[src/rtl/light_sequencer.sv]
// light_sequencer: table-driven light-show player with pre-roll, loops, pause and abort.
// Optional build macro LIGHT_SEQ_MIRROR_EN mirrors the low half of each pattern onto the high half.
module light_sequencer #(
    parameter int NUM_LIGHTS     = 8,
    parameter int NUM_STEPS      = 64,
    parameter int DUR_W          = 16,
    parameter int LOOP_W         = 4,
    parameter int CLKS_PER_MS    = 5000,
    parameter int START_DELAY_MS = 20000,
    localparam int ADDR_W        = $clog2(NUM_STEPS),
    localparam int ENTRY_W       = NUM_LIGHTS + DUR_W + ADDR_W + LOOP_W + 1
) (
    input  logic                  clk,
    input  logic                  rst,
    input  logic                  go,
    input  logic                  abort,
    input  logic                  pause,
    input  logic                  wr_en,
    input  logic [ADDR_W-1:0]     wr_addr,
    input  logic [ENTRY_W-1:0]    wr_data,
    output logic                  busy,
    output logic                  finished,
    output logic [ADDR_W-1:0]     step_idx,
    output logic [NUM_LIGHTS-1:0] lights
);

    localparam int DLY_W = $clog2(START_DELAY_MS + 1);
    localparam int MS_W  = (DUR_W > DLY_W) ? DUR_W : DLY_W;
    localparam int PS_W  = (CLKS_PER_MS > 1) ? $clog2(CLKS_PER_MS) : 1;

    localparam int DUR_LO = NUM_LIGHTS;
    localparam int TGT_LO = DUR_LO + DUR_W;
    localparam int CNT_LO = TGT_LO + ADDR_W;
    localparam int END_B  = ENTRY_W - 1;

    localparam logic [PS_W-1:0]   PS_LAST  = PS_W'(CLKS_PER_MS - 1);
    localparam logic [MS_W-1:0]   DLY_MS   = MS_W'(START_DELAY_MS);
    localparam logic [ADDR_W-1:0] LAST_IDX = ADDR_W'(NUM_STEPS - 1);

    typedef enum logic [1:0] {
        IDLE  = 2'd0,
        DELAY = 2'd1,
        PLAY  = 2'd2
    } state_t;

    state_t                state_q, state_d;
    logic [PS_W-1:0]       psc_q, psc_d;
    logic [MS_W-1:0]       ms_q, ms_d;
    logic [LOOP_W-1:0]     loop_q, loop_d;
    logic [ADDR_W-1:0]     idx_q, idx_d;
    logic [NUM_LIGHTS-1:0] lights_q, lights_d;
    logic                  fin_q, fin_d;
    logic                  load, clr;

    logic [ENTRY_W-1:0]    table_q [NUM_STEPS];
    logic                  wr_ok;

    logic [ENTRY_W-1:0]    cur;
    logic [DUR_W-1:0]      cur_dur;
    logic [ADDR_W-1:0]     cur_tgt;
    logic [LOOP_W-1:0]     cur_cnt;
    logic                  cur_end;
    logic [MS_W-1:0]       dur_eff;
    logic                  tick;
    logic [PS_W-1:0]       psc_adv;
    logic [MS_W-1:0]       ms_inc;
    logic [ENTRY_W-1:0]    nxt_entry;

    // Fold a stored pattern onto the output channels.
    function automatic logic [NUM_LIGHTS-1:0] map_pat(
        input logic [NUM_LIGHTS-1:0] p
    );
        logic [NUM_LIGHTS-1:0] m;
`ifdef LIGHT_SEQ_MIRROR_EN
        m = '0;
        for (int i = 0; i < NUM_LIGHTS / 2; i++) begin
            m[i]                  = p[i];
            m[i + NUM_LIGHTS / 2] = p[i];
        end
        if ((NUM_LIGHTS % 2) == 1) begin
            m[NUM_LIGHTS-1] = p[NUM_LIGHTS-1];
        end
`else
        m = p;
`endif
        return m;
    endfunction

    assign wr_ok = wr_en && (state_q == IDLE);

    // Step table: writable only while idle, survives reset.
    always_ff @(posedge clk) begin
        if (wr_ok) begin
            table_q[wr_addr] <= wr_data;
        end
    end

    assign cur     = table_q[idx_q];
    assign cur_dur = cur[TGT_LO-1:DUR_LO];
    assign cur_tgt = cur[CNT_LO-1:TGT_LO];
    assign cur_cnt = cur[END_B-1:CNT_LO];
    assign cur_end = cur[END_B];
    assign dur_eff = (cur_dur == '0) ? MS_W'(1) : MS_W'(cur_dur);

    assign tick    = (psc_q == PS_LAST);
    assign psc_adv = tick ? '0 : psc_q + 1'b1;
    assign ms_inc  = ms_q + 1'b1;

    // Sequencing: pre-roll, step timing, loop and end handling.
    always_comb begin
        state_d = state_q;
        psc_d   = psc_q;
        ms_d    = ms_q;
        loop_d  = loop_q;
        idx_d   = idx_q;
        fin_d   = 1'b0;
        load    = 1'b0;
        clr     = 1'b0;
        unique case (state_q)
            IDLE: begin
                clr = 1'b1;
                if (go) begin
                    psc_d  = '0;
                    ms_d   = '0;
                    loop_d = '0;
                    idx_d  = '0;
                    if (START_DELAY_MS == 0) begin
                        state_d = PLAY;
                        load    = 1'b1;
                        clr     = 1'b0;
                    end else begin
                        state_d = DELAY;
                    end
                end
            end
            DELAY: begin
                if (abort) begin
                    state_d = IDLE;
                    clr     = 1'b1;
                end else if (!pause) begin
                    psc_d = psc_adv;
                    if (tick) begin
                        if (ms_inc == DLY_MS) begin
                            ms_d    = '0;
                            idx_d   = '0;
                            state_d = PLAY;
                            load    = 1'b1;
                        end else begin
                            ms_d = ms_inc;
                        end
                    end
                end
            end
            PLAY: begin
                if (abort) begin
                    state_d = IDLE;
                    clr     = 1'b1;
                end else if (!pause) begin
                    psc_d = psc_adv;
                    if (tick) begin
                        if (ms_inc == dur_eff) begin
                            ms_d = '0;
                            if (cur_cnt != '0 && loop_q < cur_cnt) begin
                                loop_d = loop_q + 1'b1;
                                idx_d  = cur_tgt;
                                load   = 1'b1;
                            end else begin
                                if (cur_cnt != '0) begin
                                    loop_d = '0;
                                end
                                if (cur_end || idx_q == LAST_IDX) begin
                                    state_d = IDLE;
                                    fin_d   = 1'b1;
                                    clr     = 1'b1;
                                end else begin
                                    idx_d = idx_q + 1'b1;
                                    load  = 1'b1;
                                end
                            end
                        end else begin
                            ms_d = ms_inc;
                        end
                    end
                end
            end
            default: begin
                state_d = IDLE;
                clr     = 1'b1;
            end
        endcase
    end

    // Entry about to be shown; forwards a same-cycle write on the go cycle.
    always_comb begin
        nxt_entry = table_q[idx_d];
        if (wr_ok && wr_addr == idx_d) begin
            nxt_entry = wr_data;
        end
    end

    // Next light pattern: blank, new step, or hold.
    always_comb begin
        lights_d = lights_q;
        if (clr) begin
            lights_d = '0;
        end else if (load) begin
            lights_d = map_pat(nxt_entry[NUM_LIGHTS-1:0]);
        end
    end

    // State and datapath registers.
    always_ff @(posedge clk) begin
        if (rst) begin
            state_q  <= IDLE;
            psc_q    <= '0;
            ms_q     <= '0;
            loop_q   <= '0;
            idx_q    <= '0;
            lights_q <= '0;
            fin_q    <= 1'b0;
        end else begin
            state_q  <= state_d;
            psc_q    <= psc_d;
            ms_q     <= ms_d;
            loop_q   <= loop_d;
            idx_q    <= idx_d;
            lights_q <= lights_d;
            fin_q    <= fin_d;
        end
    end

    assign busy     = (state_q != IDLE);
    assign finished = fin_q;
    assign step_idx = idx_q;
    assign lights   = lights_q;

endmodule
[config.mk]
export PLATFORM = sky130hd
export DESIGN_NAME = light_sequencer
export DESIGN_NICKNAME = d
export VERILOG_FILES = /design/src/rtl/light_sequencer.sv
export SDC_FILE = /design/constraint.sdc
export NUM_CORES = 2
export LEC_CHECK = 0
export BUFFER_PORTS_ARGS = -buffer_cell sky130_fd_sc_hd__buf_2
export CAP_MARGIN = 20
export CORE_AREA = 5 5 379 381
export CTS_BUF_LIST = sky130_fd_sc_hd__clkbuf_8
export CTS_CLUSTER_DIAMETER = 120
export DETAILED_ROUTE_END_ITERATION = 8
export DIE_AREA = 0 0 384 386
export GPL_TIMING_DRIVEN = 1
export PLACE_DENSITY = 0.85
export SLEW_MARGIN = 20
export SYNTH_ARGS = -nofsm -noshare
export SYNTH_HDL_FRONTEND = slang
export SYNTH_SLANG_ARGS = --single-unit
[constraint.sdc]
create_clock -name clk -period 8.4 [get_ports clk]
set_input_delay 0.84 -clock clk [delete_from_list [all_inputs] [get_ports clk]]
set_output_delay 0.84 -clock clk [all_outputs]
set_load 0.01 [all_outputs]
* Word level (Yosys, flattened, before mapping)
Memory sizes are Yosys's and may differ from the RTL's. A register that Yosys moved wholly into a read port is not among the register bits.
Cells that the tools add are included.
** Cells by class
- Add/sub/neg operators :: 4
- Equality and inequality tests :: 25
- Reductions and logical operators :: 17
- Magnitude comparators :: 1
- Bitwise gates (word level) :: 1
- Muxes and demuxes :: 70
** Operators with widths (number)
- 16-bit 2-to-1 mux :: 10
- 6-bit 2-to-1 mux :: 12
- 13-bit 2-to-1 mux :: 4
- 16-bit one-hot mux with 3 select lines :: 1
- 4-bit 2-to-1 mux :: 7
- 3-bit != test (second input constant) :: 9
- 13-bit one-hot mux with 2 select lines :: 1
- 2-bit 2-to-1 mux :: 11
- 2-bit != test (second input constant) :: 10
- 1-bit 2-to-1 mux :: 19
- 6-bit one-hot mux with 3 select lines :: 1
- 16-bit by 1-bit adder with 16-bit output (second input constant) :: 1
- 16-bit by 15-bit equality test with 1-bit output (second input constant) :: 1
- 16-bit equality test :: 1
- 16-bit logical NOT :: 1
- 13-bit by 1-bit adder with 13-bit output (second input constant) :: 1
- 13-bit equality test (second input constant) :: 1
- 9-bit AND reduction :: 1
- 4-bit one-hot mux with 2 select lines :: 1
- 8-bit AND reduction :: 1
- 7-bit AND reduction :: 1
- 6-bit by 1-bit adder with 6-bit output (second input constant) :: 1
- 6-bit equality test (second input constant) :: 1
- 2-bit one-hot mux with 3 select lines :: 1
- 15 further kinds :: 20
** Word-level totals
- Bits in writable memories :: 2240
- Logic and storage cells :: 125
- Register bits :: 42
- Memories :: 1
** Memory list
- table_q :: depth 64, bits a word 35, read ports 2, clocked after memory_dff 2, wr ports 1, line 55 : logic [ENTRY_W-1:0] table_q [NUM_STEPS];

* Longest topological paths before layout
- Depth after elaboration :: 10
- Gate-level depth with buffers :: 30
- Depth with buffers taken out :: 19

* Worst setup path after synthesis
Ideal clock, no wire load.
- Path type :: register to register
- Start point :: register idx_q[0] (netlist: step_idx[0])
- End point :: register lights_q[1] (netlist: lights[1]) (read register of table_q)
- Required time :: 8.326 ns
- Slack :: 2.868 ns
- Buffers on the path :: 10
- Stages on the path, launching flop included :: 29
- Data arrival time :: 5.458 ns
- Period minus slack after synthesis :: 5.532 ns
- Cells stage by stage :: dfxtp_1 -> buf_6 -> buf_6 -> buf_6 -> buf_8 -> buf_8 -> buf_6 -> mux2i_1 -> a22oi_1 -> nand3_1 -> and3_1 -> nand2_1 -> o21ai_0 -> ha_1 -> or4_1 -> a221oi_2 -> nor2_1 -> a31o_2 -> or4_1 -> buf_2 -> and3_1 -> buf_2 -> buf_6 -> buf_6 -> o2111ai_1 -> a41oi_1 -> a2111oi_2 -> nand4_1 -> a31oi_1
** Between the ends
- Word-level cells in the longest chain between the ends :: 10
** RTL lines
- from (decl) :: line 50 : logic [ADDR_W-1:0] idx_q, idx_d;
- from (signal assigned) :: line 226 : idx_q <= idx_d;
- branches (longest 10 deep; another with 6-bit by 1-bit adder with 6-bit output)
- to (decl) :: line 51 : logic [NUM_LIGHTS-1:0] lights_q, lights_d;
Several ways; the timed one is not identified.
A chain may end at the register's enable or synchronous reset.

* Final worst setup path
- Start point :: register idx_q[0] (netlist: step_idx[0])
- End point :: register lights_q[2] (netlist: lights[2]) (read register of table_q)
The elaborated chain is that of the path after synthesis.

==> reports/metrics.cfg <==
[floorplanning]
dieWidth_um=384
dieHeight_um=386
start_util_pct=64.2
rows=138
die_area_mm2=0.148
pin_count=63
core_mm2=0.140

[setup_path]
max_stage_delay_ps=880
path_buf_inv=3
cp-end-kind=flip-flop
critPathSlowestCell=dfxtp_4
worst-setup-path-type=flip-flop to flip-flop
r2r_end=lights[2]
rrSetupSlack_ps=470
arrival_ps=8820
start_kind=flip-flop
required_ps=9300
timing.rr.start=step_idx[0]
cp-startpoint=step_idx[0]
worstPathMaxFanout=61
critical_path.cell_chain=buf_12 > buf_12 > mux2_2 > a222oi_1 > a221oi_1 > a31oi_1 > nor3_1 > a2111oi_0 > a41oi_1 > xnor2_1 > and3_1 > mux2_2 > nor2_2 > buf_4 > a32o_1 > a221oi_1 > o21ai_0 > a211oi_1
r2r_cells=18
crit_family=compound AO/OA/AOI/OAI gates

[clock_tree]
cts_sinks=2290
clockBufferDepth=4
cts-root-buf=clkbuf_8
htree_levels=5
cts.hold.buffers_added=0
post_cts_buffers=0
cts.clk_slew.worst_paths_ps=70
numCtsBuffers=358
cts_tree=built
ctsResizeCount=0
clk_latency_ps=1070

[power_and_ir_drop]
internal_power_w=0.0169
p_seq_share_pct=58.9
swShare_pct=20.9
power_leakage_nw=31.7
peakVddDrop_uv=181
power.density_mw_per_mm2=215
p_switching_w=0.00448
p_comb_share_pct=1.6
power.share.clock_pct=39.5

[routing]
via_per_inst=7.12
drtIter0Drc=9381
first_pass_iters=6
drc=0
routed_wl_um=247000
avgRoutedWirePerCell_um=34.0
vias=51716
final_antenna_net_count=0

[synthesis]
yosys-top-cells-area=edfxtp_1 75%, mux4_2 7.9%, mux2i_1 4.5%
synth_fp_nets=4865
synth_cells=4807
syn_area_per_cell_um2=18.7
seq_area_frac_synth_pct=75.9
syn_area_mm2=0.0900
synth_top_area_share_pct=74.7
synth_edf_count=2240
synth_flop_cell=edfxtp_1
yosys-top-cells-count=2,240 x edfxtp_1, 404 x mux2i_1, 317 x mux4_2
yosys.area.top_type=edfxtp_1
ys_warn_count=0
ys_types=80
synth_seq_cells=2290
post-synth-top-count-cell=edfxtp_1
async_reset_ff_share_pct=0

[placed_design]
dpl_cell_area_mm2=0.0930
dpl.hpwl_um=133000
numPortBuffers=62
gp_congestion=0.952

[timing]
worstMarginPinSlew_ps=1100
final.period_utilization_pct=94.4
fmax_ghz=0.126
finClkSkew_ps=78.0
drv_slew=0
min_period_ps=7930
tns_ps=0
rsz0062_at_grt=no
hold_viol_final=0
setup_viol=0
slew_headroom_pct=26.9

[global_route]
antenna_found_initial=15
grt_first_pass_wirelength_um=350000
grt.total_usage_pct=33.2
grt_pass1_vias=50984
overflow=0
grt_start_max_net_pins=116

[finish]
multiInputGateArea_mm2=0.0207
drive_above_1_share_pct=20.3
final_nets=5162
layout-area-overhead-vs-synth_pct=10.5
seq_area_mm2=0.0683
fillers=7828
stdcell_area_mm2=0.0995

[job]
maxCapViolCount=0

[min_path]
hold_end=table_q[25][16]
worst_hold_path_type=input port to flip-flop
hold_start=wr_data[16]
hold_depth=1

[run_status]
status=finished, final reports clean

==> cell type report <==
class                           instances  area share, %
Sequential cell                      2290           68.6
Multi-Input combinational cell       2216           20.8
Clock buffer                          367           5.08
Tap cell                             1890           2.38
Timing Repair Buffer                  210           1.71
Clock inverter                        248           1.23
Inverter                               28          0.106
Antenna cell                           15         0.0377
==> power by group through the flow <==
stage / Sequential (W) / Combinational, W / Clock, W
floorplan: 0.0128 / 0.0000876 / 0
global placement: 0.0128 / 0.000302 / 0
detailed placement: 0.0128 / 0.000322 / 0
CTS: 0.0126 / 0.000322 / 0.00849
global route: 0.0126 / 0.000356 / 0.00904
finish: 0.0126 / 0.000341 / 0.00845
==> kinds of logic after synthesis <==
kind of cell	synth area share, %
DFF	75.9
AOI/OAI and AO/OA	4.86
muxes	12.9
buffers and inverters	1.75
adders and majority gates	0.153
and+or+nand+nor	4.16
xor gates and xnor gates	0.331
==> cells in the final DEF, fill, tap and decap left out, types with 22 or more instances in the layout <==
master | netlist | routed
nand2_1 | 310 | 309
mux2i_1 | 404 | 404
a22oi_1 | 98 | 98
o21ai_0 | 76 | 76
nand4_1 | 23 | 23
nor2_1 | 159 | 89
edfxtp_1 | 2240 | 2240
nor2_4 | 0 | 66
buf_4 | 30 | 146
a221oi_1 | 69 | 69
buf_2 | 65 | 45
a21oi_1 | 104 | 104
dfxtp_1 | 50 | 45
or3_1 | 29 | 29
mux4_2 | 317 | 317
inv_1 | 26 | 141
a31oi_1 | 22 | 22
a32o_1 | 38 | 38
mux2_2 | 37 | 37
clkinv_1 | 2 | 83
o22ai_1 | 76 | 76
clkinv_2 | 0 | 34
clkbuf_8 | 0 | 367
nand3_1 | 126 | 124
nor3_1 | 22 | 22
==> per-layer routing <==
metal	share of wire, %	track usage (%)	vias to the layer above
li1	-	-	20295
met1	33	44.0	25532
met2	46	50.0	4886
met3	15	9.80	991
met4	6.4	19.0	12
met5	0.032	0	-
==> worst max path at each step <==
stage	end	slack, ps	cells after the start
after global placement	lights[5]	1000	17
after global routing	lights[0]	270	19
after detailed placement	lights[2]	810	17
after CTS	lights[2]	790	18
final	lights[2]	470	18
after floorplan	lights[1]	2870	28
==> worst register-to-register path: stages (launching register included) <==
cell and delay, ps:
dfxtp_4 880, buf_12 440, buf_12 530, mux2_2 410, a222oi_1 380, a221oi_1 210
a31oi_1 420, nor3_1 120, a2111oi_0 640, a41oi_1 450, xnor2_1 680, and3_1 390
mux2_2 430, nor2_2 740, buf_4 310, a32o_1 180, a221oi_1 50, o21ai_0 460
a211oi_1 110
==> through the flow <==
stage / cells / hold WS, ps / power, W / utilization, % / worst slack (ps)
2_1_floorplan: 4807 / 450 / 0.0129 / - / 2870
3_3_place_gp: 6629 / 483 / 0.0131 / 66.3 / 1000
3_5_place_dp: 6629 / 495 / 0.0132 / 66.3 / 809
4_1_cts: 7244 / 214 / 0.0214 / 70.8 / 794
5_1_grt: 7256 / 171 / 0.0220 / 70.9 / 273
6_report: 7264 / 236 / 0.0214 / 70.9 / 471
==> registers in the layout, indices dropped and copies added, names as in the netlist <==
signal,count
finished,1
lights,8
loop_q,4
ms_q,16
psc_q,13
state_q,2
step_idx,6
table_q,2240
(Power assumes the default switching activity.)
